$ cat config.mk
export PLATFORM = sky130hd
export DESIGN_NAME = instr_decode_stage
export DESIGN_NICKNAME = d
export VERILOG_FILES = /design/src/rtl/instr_decode_stage.sv
export SDC_FILE = /design/constraint.sdc
export NUM_CORES = 1
export LEC_CHECK = 0
export CAP_MARGIN = 20
export CORE_MARGIN = 5
export CORE_UTILIZATION = 43
export CTS_CLUSTER_SIZE = 30
export DETAILED_ROUTE_END_ITERATION = 10
export GPL_ROUTABILITY_DRIVEN = 0
export PLACE_DENSITY_LB_ADDON = 0.05
export SETUP_SLACK_MARGIN = 0.2
export SKIP_CTS_REPAIR_TIMING = 1
export SYNTH_ARGS = -nofsm -noshare
export SYNTH_HDL_FRONTEND = slang
export SYNTH_SLANG_ARGS = --single-unit
$ cat constraint.sdc
create_clock -name i_clk -period 3.3 [get_ports i_clk]
set_clock_uncertainty 0.2 [all_clocks]
set_input_delay 0.495 -clock i_clk [delete_from_list [all_inputs] [get_ports i_clk]]
set_output_delay 0.495 -clock i_clk [all_outputs]
set_load 0.01 [all_outputs]
$ cat src/rtl/instr_decode_stage.sv
// Registered instruction decoder with valid/ready output stage,
// pending-write scoreboard, I2C-busy stall and synchronous flush.
// Ports: i_clk, i_rst_n, i_flush; fetch side i_valid/o_ready/i_instr;
// issue side o_valid/i_ready with o_dest, o_src, o_imm, o_addr,
// o_alu_ctrl, o_rd_wen, o_i2c_ctrl, o_illegal; writeback i_wb_valid,
// i_wb_reg; i_i2c_busy; debug o_pending.
module instr_decode_stage #(
  parameter int OP_W   = 5,
  parameter int REG_W  = 4,
  parameter int IMM_W  = 8,
  parameter int ADDR_W = 8,
  localparam int INSTR_W = OP_W + 2*REG_W + IMM_W,
  localparam int NREG    = 2**REG_W
) (
  input  logic               i_clk,
  input  logic               i_rst_n,
  input  logic               i_flush,
  input  logic               i_valid,
  output logic               o_ready,
  input  logic [INSTR_W-1:0] i_instr,
  output logic               o_valid,
  input  logic               i_ready,
  output logic [REG_W-1:0]   o_dest,
  output logic [REG_W-1:0]   o_src,
  output logic [IMM_W-1:0]   o_imm,
  output logic [ADDR_W-1:0]  o_addr,
  output logic [2:0]         o_alu_ctrl,
  output logic               o_rd_wen,
  output logic [2:0]         o_i2c_ctrl,
  output logic               o_illegal,
  input  logic               i_wb_valid,
  input  logic [REG_W-1:0]   i_wb_reg,
  input  logic               i_i2c_busy,
  output logic [NREG-1:0]    o_pending
);

  typedef struct packed {
    logic [REG_W-1:0]  dest;
    logic [REG_W-1:0]  src;
    logic [IMM_W-1:0]  imm;
    logic [ADDR_W-1:0] addr;
    logic [2:0]        alu;
    logic              wen;
    logic [2:0]        i2c;
    logic              ill;
  } dec_t;

  localparam logic [OP_W-1:0] OP_ADD  = OP_W'(5'b00000);
  localparam logic [OP_W-1:0] OP_SUB  = OP_W'(5'b00010);
  localparam logic [OP_W-1:0] OP_ADDI = OP_W'(5'b00101);
  localparam logic [OP_W-1:0] OP_I2CS = OP_W'(5'b00110);
  localparam logic [OP_W-1:0] OP_I2CP = OP_W'(5'b01000);
  localparam logic [OP_W-1:0] OP_LOAD = OP_W'(5'b01010);
  localparam logic [OP_W-1:0] OP_SCON = OP_W'(5'b01100);
  localparam logic [OP_W-1:0] OP_SI2C = OP_W'(5'b01110);
  localparam logic [OP_W-1:0] OP_SETF = OP_W'(5'b10000);
  localparam logic [OP_W-1:0] OP_BEQ  = OP_W'(5'b10011);
  localparam logic [OP_W-1:0] OP_BEQF = OP_W'(5'b10101);

  logic [OP_W-1:0]  w_op;
  logic [REG_W-1:0] w_dest;
  logic [REG_W-1:0] w_src;
  logic [IMM_W-1:0] w_imm;

  assign w_op   = i_instr[INSTR_W-1 -: OP_W];
  assign w_dest = i_instr[INSTR_W-OP_W-1 -: REG_W];
  assign w_src  = i_instr[INSTR_W-OP_W-REG_W-1 -: REG_W];
  assign w_imm  = i_instr[IMM_W-1:0];

  logic [2:0] w_alu;
  logic [2:0] w_i2c;
  logic       w_wen;
  logic       w_ill;
  logic       w_load;
  logic       w_rd_src;
  logic       w_rd_dst;

  always_comb begin
    w_alu    = 3'b000;
    w_i2c    = 3'b000;
    w_wen    = 1'b0;
    w_ill    = 1'b0;
    w_load   = 1'b0;
    w_rd_src = 1'b0;
    w_rd_dst = 1'b0;
    unique case (1'b1)
      (w_op == OP_ADD): begin
        w_alu    = 3'b001;
        w_wen    = 1'b1;
        w_rd_src = 1'b1;
        w_rd_dst = 1'b1;
      end
      (w_op == OP_SUB): begin
        w_alu    = 3'b010;
        w_wen    = 1'b1;
        w_rd_src = 1'b1;
        w_rd_dst = 1'b1;
      end
      (w_op == OP_ADDI): begin
        w_alu    = 3'b001;
        w_wen    = 1'b1;
        w_rd_dst = 1'b1;
      end
      (w_op == OP_I2CS): w_i2c = 3'b001;
      (w_op == OP_I2CP): w_i2c = 3'b010;
      (w_op == OP_LOAD): begin
        w_wen  = 1'b1;
        w_load = 1'b1;
      end
      (w_op == OP_SCON): begin
        w_i2c    = 3'b011;
        w_rd_src = 1'b1;
      end
      (w_op == OP_SI2C): begin
        w_i2c    = 3'b100;
        w_rd_src = 1'b1;
      end
      (w_op == OP_SETF): w_wen = 1'b1;
      (w_op == OP_BEQ): begin
        w_alu    = 3'b011;
        w_wen    = 1'b1;
        w_rd_src = 1'b1;
        w_rd_dst = 1'b1;
      end
      (w_op == OP_BEQF): begin
        w_alu    = 3'b100;
        w_wen    = 1'b1;
        w_rd_src = 1'b1;
        w_rd_dst = 1'b1;
      end
      default: w_ill = 1'b1;
    endcase
  end

  dec_t w_dec;

  always_comb begin
    w_dec      = '0;
    w_dec.dest = w_dest;
    w_dec.src  = w_load ? '0 : w_src;
    w_dec.imm  = w_op[0] ? w_imm : '0;
    w_dec.addr = w_load ? ADDR_W'(w_imm[IMM_W-1:IMM_W/2]) : '0;
    w_dec.alu  = w_alu;
    w_dec.wen  = w_wen;
    w_dec.i2c  = w_i2c;
    w_dec.ill  = w_ill;
  end

  logic            r_valid;
  dec_t            r_out;
  logic [NREG-1:0] r_pending;
  logic [NREG-1:0] w_pend_nxt;
  logic            w_hazard;
  logic            w_i2c_stall;
  logic            w_accept;
  logic            w_issue;

  // Write-enabled instructions also check dest (WAW).
  assign w_hazard =
    (w_rd_src & r_pending[w_src]) |
    ((w_rd_dst | w_wen) & r_pending[w_dest]);

  assign w_i2c_stall = (|w_i2c) & i_i2c_busy;

  assign o_ready = (~r_valid | i_ready)
                 & ~w_hazard & ~w_i2c_stall & ~i_flush;

  assign w_accept = i_valid & o_ready;
  assign w_issue  = r_valid & i_ready;

  // Clear first, then set, so a same-cycle set wins.
  always_comb begin
    w_pend_nxt = r_pending;
    if (i_wb_valid)
      w_pend_nxt[i_wb_reg] = 1'b0;
    if (w_accept & w_wen)
      w_pend_nxt[w_dest] = 1'b1;
    if (i_flush)
      w_pend_nxt = '0;
  end

  always_ff @(posedge i_clk or negedge i_rst_n) begin
    if (!i_rst_n) begin
      r_valid   <= 1'b0;
      r_out     <= '0;
      r_pending <= '0;
    end else begin
      r_pending <= w_pend_nxt;
      if (i_flush) begin
        r_valid <= 1'b0;
      end else if (w_accept) begin
        r_valid <= 1'b1;
        r_out   <= w_dec;
      end else if (w_issue) begin
        r_valid <= 1'b0;
      end
    end
  end

  assign o_valid    = r_valid;
  assign o_dest     = r_out.dest;
  assign o_src      = r_out.src;
  assign o_imm      = r_out.imm;
  assign o_addr     = r_out.addr;
  assign o_alu_ctrl = r_out.alu;
  assign o_rd_wen   = r_out.wen;
  assign o_i2c_ctrl = r_out.i2c;
  assign o_illegal  = r_out.ill;
  assign o_pending  = r_pending;

endmodule

==> impl_results.rst, run 1 <==
.. list-table::
   :header-rows: 1

   * - Metric
     - Value
   * - Endpoint of the lowest-slack register-to-register path
     - o_src[0]
   * - Most common cell after layout, fill and taps aside
     - sky130_fd_sc_hd__clkdlybuf4s50_1
   * - Total Neg Setup Slack
     - 0 ns
   * - Post-synthesis instance area
     - 2600 µm²
   * - H-tree Lvls
     - 2
   * - Fraction of the cycle the final worst path needs
     - 0.888
   * - Most frequently used flop master after synthesis
     - sky130_fd_sc_hd__dfrtp_1
   * - Die H
     - 87.8 µm
   * - F_max
     - 0.341 GHz
   * - Number of cells in the design after placement
     - 411
   * - Type of the setup path with the least slack
     - in2out
   * - CTS tree
     - done
   * - Power density of the placed cells
     - 390 nW/µm²
   * - Iteration-0 DRC count of the detailed router
     - 89
   * - Number of nets at the end of the flow
     - 377
   * - Hold WC Path Type
     - reg2reg
   * - Via count of the first global-routing pass
     - 2213
   * - Buffers and inverters on the worst path
     - 2
   * - Detailed placement HPWL
     - 5.31 mm
   * - Hold Crit Endpoint
     - o_src[2]
   * - Clock Pin Slew Worst Setup and Hold Paths
     - 0.10 ns
   * - Post-Layout Cell Count
     - 421
   * - Final Instance Area
     - 3700 µm²
   * - Sequence of cells on the critical path
     - clkdlybuf4s50_1 -> mux2_4 -> or3_1 -> and4_4 -> o21ai_4 -> and3_1 -> dlymetal6s2s_1
   * - Total track usage
     - 0.186
   * - Share of flip-flops with an asynchronous set or reset after synthesis
     - 1.00
   * - Post-DP Area
     - 3540 µm²
   * - Die width
     - 87.8 µm
   * - Part of the total power dissipated in the clock network
     - 0.301
   * - Slowest-stage cell, CP
     - sky130_fd_sc_hd__clkdlybuf4s50_1
   * - Unique masters post-synth
     - 43
   * - Slew @ Worst Pin
     - 0.535 ns
   * - CP startpoint kind
     - input port
   * - Synthesized instance count
     - 253
   * - Remaining global-route overflow
     - 0
   * - Leading area contributor after synthesis
     - sky130_fd_sc_hd__dfrtp_1
   * - Area delta synth->final
     - 42.2%
   * - Routed length per placed instance
     - 16.5 µm
   * - Pre-antenna DRT Iters
     - 4
   * - Worst endpoint required time
     - 2.60 ns
   * - Number of I/O pins
     - 82
   * - Synth Register Bits
     - 45
   * - Hold violation count in the final report
     - 0
   * - Routed WL
     - 6.95 mm
   * - Master cell of the clock root buffer
     - sky130_fd_sc_hd__clkbuf_8
   * - Effective utilization at floorplan
     - 0.440
   * - Leakage power summed over all cells
     - 0.00157 µW
   * - Portion of total power attributed to combinational logic
     - 0.261
   * - Shortest clock period the worst path allows after layout
     - 2.93 ns
   * - Top cell type's share of synthesized area
     - 0.432
   * - Area inside the core boundary
     - 5920 µm²
   * - Share of total power consumed by net switching
     - 0.274
   * - Critical path peak fanout
     - 2
   * - Count of flip-flops with a built-in enable after synthesis
     - 0
   * - Status
     - finished clean
   * - Mean number of vias per cell
     - 5.38
   * - Cell family with most CP delay
     - buffers and inverters
   * - Number of antenna violations at the first check in global routing
     - 0
   * - R2r worst-path depth
     - 8
   * - Clock latency on the worst-skew pair
     - 0.31 ns
   * - Number of remaining DRC errors
     - 0
   * - Post-synthesis area per instance
     - 10.3 µm²
   * - Buffers on Ports
     - 77
   * - Slack of the worst reg-to-reg path
     - 0.75 ns
   * - Largest cells by area after synthesis
     - sky130_fd_sc_hd__dfrtp_1 (43%), sky130_fd_sc_hd__mux2i_1 (6.2%), sky130_fd_sc_hd__mux2_4 (4.6%)
   * - Net switching component of the power
     - 395 µW
   * - CP Capture Type
     - primary output
   * - Commonest cells after routing, fill and taps aside
     - sky130_fd_sc_hd__clkdlybuf4s50_1 (73), sky130_fd_sc_hd__dfrtp_1 (45), sky130_fd_sc_hd__nand2_1 (27)
   * - Std-Cell Rows
     - 28
   * - Final number of setup-violating endpoints
     - 0
   * - Max-slew violation count
     - 0
   * - Area of the die
     - 7710 µm²
   * - Maximum number of pins on one net before global-route repair
     - 46
   * - Number of instances on the worst hold path
     - 1
   * - Hold Crit Start
     - o_src[2]
   * - Fraction of final layout cells with drive strength greater than 1
     - 0.171
   * - Reg2reg start
     - o_pending[8]
   * - Max_cap viols
     - 0
   * - Worst slew margin relative to its limit
     - 0.643
   * - Internal power
     - 1050 µW
   * - Number of diodes
     - 0
   * - Cts bufs inserted
     - 5
   * - CP arrival
     - 2.24 ns
   * - Total number of vias
     - 2266
   * - RSZ-0062 raised after global routing
     - false
   * - Clk buf depth
     - 2
   * - Fraction of the yosys area taken by sequential cells
     - 0.432
   * - Sink Count
     - 45
   * - Stage delay of the slowest cell on the critical path
     - 0.50 ns
   * - Peak VDD IR
     - 0.282 mV
   * - Count of yosys warnings during synthesis
     - 0
   * - Worst hold slack after final layout
     - 0.312 ns
   * - ANT nets after route
     - 0
   * - Seq pwr share
     - 0.438
   * - Post-layout utilization of the core
     - 0.625
   * - First-pass GRT wire length
     - 11.1 mm
-- sequential cells by signal, summed over array words and instances (netlist names) --
signal	flops
o_addr	4
o_src	4
o_rd_wen	1
o_valid	1
o_illegal	1
o_imm	8
o_i2c_ctrl	3
o_pending	16
o_dest	4
o_alu_ctrl	3
-- worst reg2reg max path, delay by kind of cell (launching register included) --
family                 cells  cell delay, ns
AND/OR/NAND/NOR            3            0.53
AO/OA/AOI/OAI              2            0.62
buffers and inverters      2            0.31
flip-flops                 1            0.45
multiplexers               1            0.34
-- Yosys cell counts (3+ instances only) --
library cell	number
sky130_fd_sc_hd__dfrtp_1	45
sky130_fd_sc_hd__nand2_1	27
sky130_fd_sc_hd__inv_1	17
sky130_fd_sc_hd__mux2i_1	16
sky130_fd_sc_hd__nor2_1	12
sky130_fd_sc_hd__nor2b_1	11
sky130_fd_sc_hd__mux2_2	10
sky130_fd_sc_hd__nand3_1	9
sky130_fd_sc_hd__o211ai_1	9
sky130_fd_sc_hd__o21ai_0	9
sky130_fd_sc_hd__mux2_4	8
sky130_fd_sc_hd__nand2b_1	7
sky130_fd_sc_hd__o31ai_1	6
sky130_fd_sc_hd__buf_2	5
sky130_fd_sc_hd__clkbuf_1	5
sky130_fd_sc_hd__a31oi_1	4
sky130_fd_sc_hd__and3_1	4
sky130_fd_sc_hd__buf_4	4
sky130_fd_sc_hd__mux4_2	4
sky130_fd_sc_hd__o41ai_1	4
sky130_fd_sc_hd__buf_6	3
sky130_fd_sc_hd__nand3b_1	3
sky130_fd_sc_hd__nand4_1	3
sky130_fd_sc_hd__nor3_1	3
sky130_fd_sc_hd__o311ai_0	3
-- per-stage QoR --
stage | power (µW) | setup slack (ns)
CTS | 1450 | -0.117
detailed placement | 1020 | -0.122
global placement | 1010 | -0.0812
global route | 1510 | 0.267
finish | 1440 | 0.369
floorplan | 811 | 0.691
-- how the worst max path moves through the flow --
stage	from	cells after the start	to	slack, ns
after global routing	i_instr[17]	9	o_pending[3]	0.27
after CTS	i_instr[10]	7	o_ready	-0.12
after floorplan	i_instr[9]	9	o_alu_ctrl[0]	0.69
after detailed placement	i_instr[10]	7	o_ready	-0.12
final	i_instr[9]	7	o_ready	0.37
after global placement	i_instr[10]	7	o_ready	-0.08
-- cell families after synthesis --
kind of cell	count (synthesis)	share of synthesized area
XOR/XNOR	2	0.00673
multiplexers	38	0.185
AND/OR/NAND/NOR	87	0.173
AO/OA/AOI/OAI	45	0.127
buffers and inverters	35	0.0735
flip-flops	45	0.432
other	1	0.00144
-- per-layer routing --
metal,share of wire,GRT usage,wire [µm],vias to the layer above
met5,0,0,0,-
met4,0.030,0.0795,206,0
met3,0.057,0.0357,398,17
met2,0.48,0.306,3350,88
met1,0.43,0.239,3000,1079
li1,-,-,-,1082
-- area by class of cell --
class,count,area [µm²]
fillers,502,2220
multi-input cells,176,1310
flip-flops and latches,45,1130
repair buffers,100,998
well taps,75,93.8
clock buffers,5,68.8
inverters,17,63.8
clock inverters,3,46.3
-- power groups by stage --
stage,clock network [µW],registers [µW],logic [µW]
after global routing,467,640,407
after floorplan,0,667,145
after CTS,441,632,377
after global placement,0,642,372
after detailed placement,0,643,376
final,435,631,376
(Power assumes the default switching activity.)
==> run 2, diff against run 1 <==
SLEW_MARGIN = 20   (was default)
==> run 2 against run 1 <==
Effect of this change: largest power group unchanged; first-iteration DRC count is 17% lower; clock power hardly changed; the flow now finishes with violations (negative hold slack); fmax hardly changed; utilization is 0.46 points lower; flip-flop and latch count stayed put; worst hold slack worse by 0.34 ns.
==> impl_results.rst, run 2 (synthesis gave the netlist of run 1 again) <==
.. list-table::
   :header-rows: 1

   * - Metric
     - Value
   * - Pre-antenna DRT Iters
     - 4
   * - Hold WC Path Type
     - in2async
   * - Detailed placement HPWL
     - 5.31 mm
   * - Max-slew violation count
     - 0
   * - Sequential cell area in the final layout
     - 1130 µm²
   * - Sequence of cells on the critical path
     - clkdlybuf4s50_1 -> mux2_4 -> or3_1 -> and4_4 -> o21ai_4 -> and3_1 -> dlymetal6s2s_1
   * - Number of remaining DRC errors
     - 0
   * - Iteration-0 DRC count of the detailed router
     - 74
   * - Fraction of final layout cells with drive strength greater than 1
     - 0.169
   * - Routed length per placed instance
     - 16.6 µm
   * - Flip-flop count of the largest register after layout
     - 16
   * - Number of nets at the end of the flow
     - 375
   * - Total track usage
     - 0.186
   * - Via count of the first global-routing pass
     - 2213
   * - RSZ-0062 raised after global routing
     - false
   * - Endpoint of the lowest-slack register-to-register path
     - o_src[0]
   * - R2r worst-path depth
     - 8
   * - Power density of the placed cells
     - 392 nW/µm²
   * - Die width
     - 87.8 µm
   * - Slowest-stage cell, CP
     - sky130_fd_sc_hd__clkdlybuf4s50_1
   * - Buffers and inverters on the worst path
     - 2
   * - Effective utilization at floorplan
     - 0.440
   * - Area of the multi-input gates
     - 1310 µm²
   * - Master cell of the clock root buffer
     - sky130_fd_sc_hd__clkbuf_8
   * - CP Capture Type
     - primary output
   * - FILL cells
     - 505
   * - Slew @ Worst Pin
     - 0.582 ns
   * - Number of antenna violations at the first check in global routing
     - 0
   * - Area delta synth->final
     - 41.1%
   * - Reg2reg start
     - o_pending[8]
   * - Final number of setup-violating endpoints
     - 0
   * - Number of I/O pins
     - 82
   * - Fraction of the cycle the final worst path needs
     - 0.888
   * - Source of the critical timing path
     - i_instr[9]
   * - Critical path peak fanout
     - 2
   * - CP startpoint kind
     - input port
   * - Worst hold slack after final layout
     - -0.0263 ns
   * - F_max
     - 0.341 GHz
   * - ANT nets after route
     - 0
   * - Type of the setup path with the least slack
     - in2out
   * - Peak VDD IR
     - 0.281 mV
   * - Slack of the worst reg-to-reg path
     - 0.76 ns
   * - Area of the die
     - 7710 µm²
   * - H-tree Lvls
     - 2
   * - Clock Pin Slew Worst Setup and Hold Paths
     - 0.10 ns
   * - Maximum number of pins on one net before global-route repair
     - 46
   * - Clock latency on the worst-skew pair
     - 0.31 ns
   * - Worst slew margin relative to its limit
     - 0.612
   * - CTS tree
     - done
   * - Max_cap viols
     - 0
   * - Shortest clock period the worst path allows after layout
     - 2.93 ns
   * - First-pass GRT wire length
     - 11.1 mm
   * - Std-Cell Rows
     - 28
   * - CP arrival
     - 2.23 ns
   * - Most common cell after layout, fill and taps aside
     - sky130_fd_sc_hd__clkdlybuf4s50_1
   * - Failing checks
     - negative hold slack
   * - Commonest cells after routing, fill and taps aside
     - sky130_fd_sc_hd__clkdlybuf4s50_1 (73), sky130_fd_sc_hd__dfrtp_1 (45), sky130_fd_sc_hd__nand2_1 (27)
   * - Stage delay of the slowest cell on the critical path
     - 0.50 ns
   * - Final Instance Area
     - 3670 µm²
   * - Hold violation count in the final report
     - 36
   * - Number of diodes
     - 0
   * - Total Neg Setup Slack
     - 0 ns
   * - Cell family with most CP delay
     - buffers and inverters
   * - Status
     - complete, but fails checks
   * - Buffers on Ports
     - 77
   * - Cts bufs inserted
     - 5
   * - Post-layout utilization of the core
     - 0.621
   * - Leakage power summed over all cells
     - 0.00156 µW
   * - Post-DP Area
     - 3540 µm²
   * - Post-Layout Cell Count
     - 419
   * - Worst endpoint required time
     - 2.60 ns
   * - Number of cells in the design after placement
     - 411
   * - Total number of vias
     - 2243
   * - Sink Count
     - 45
   * - Routed WL
     - 6.94 mm
   * - Remaining global-route overflow
     - 0
   * - Die H
     - 87.8 µm
   * - Clk buf depth
     - 2
   * - Area inside the core boundary
     - 5920 µm²
   * - Mean number of vias per cell
     - 5.35
==> run 2: cell types whose count changed in the layout (fill, tap and decap cells not counted), sizes merged <==
cell	delta
buf	-1
dlygate4sd3	-1
==> run 2: worst register-to-register path: stages (launching register included) <==
cell and delay [ns]:
sky130_fd_sc_hd__dfrtp_1 0.45, sky130_fd_sc_hd__nor2b_1 0.15, sky130_fd_sc_hd__a2111oi_0 0.47, sky130_fd_sc_hd__nor4_2 0.14
sky130_fd_sc_hd__o21ai_4 0.15, sky130_fd_sc_hd__buf_4 0.15, sky130_fd_sc_hd__and3_2 0.24, sky130_fd_sc_hd__buf_12 0.16
sky130_fd_sc_hd__mux2_2 0.34
==> run 2: metrics by stage <==
| step | worst slack, ns | total power (µW) |
|---|---|---|
| 6_report | 0.371 | 1440 |
| 5_1_grt | 0.267 | 1510 |
| 4_1_cts | -0.117 | 1450 |
| 3_5_place_dp | -0.122 | 1020 |
| 3_3_place_gp | -0.0812 | 1010 |
| 2_1_floorplan | 0.691 | 811 |
==> run 2: metal layers <==
layer	global-route usage	routed length, µm
met2	0.306	3360
met1	0.239	3040
met5	0	0
met3	0.0357	335
met4	0.0795	208
==> run 2: worst max path at each step <==
| stage | end | slack, ns | cells after the start |
|---|---|---|---|
| 5_1_grt | o_pending[3] | 0.27 | 9 |
| 6_report | o_ready | 0.37 | 7 |
| 3_5_place_dp | o_ready | -0.12 | 7 |
| 2_1_floorplan | o_alu_ctrl[0] | 0.69 | 9 |
| 4_1_cts | o_ready | -0.12 | 7 |
| 3_3_place_gp | o_ready | -0.08 | 7 |
==> run 2: final cells by class <==
| type | count | share of cell area |
|---|---|---|
| Tap cell | 75 | 0.0255 |
| Multi-Input combinational cell | 176 | 0.355 |
| Clock buffer | 5 | 0.0187 |
| Sequential cell | 45 | 0.306 |
| Timing Repair Buffer | 98 | 0.264 |
| Inverter | 17 | 0.0174 |
| Clock inverter | 3 | 0.0126 |
==> run 2: report_power, final <==
part | total, µW | switching [µW] | internal [µW]
logic | 373 | 159 | 214
clock network | 436 | 209 | 227
registers | 631 | 27.6 | 603
total | 1440 | 396 | 1040
==> run 3, diff against run 2 <==
ABC_CLOCK_PERIOD_IN_PS = 3300   (was default)
SLEW_MARGIN = default   (was 20)
==> results of run 3 <==
Same layout as run 1: the final DEF is identical, and so are final timing and power.
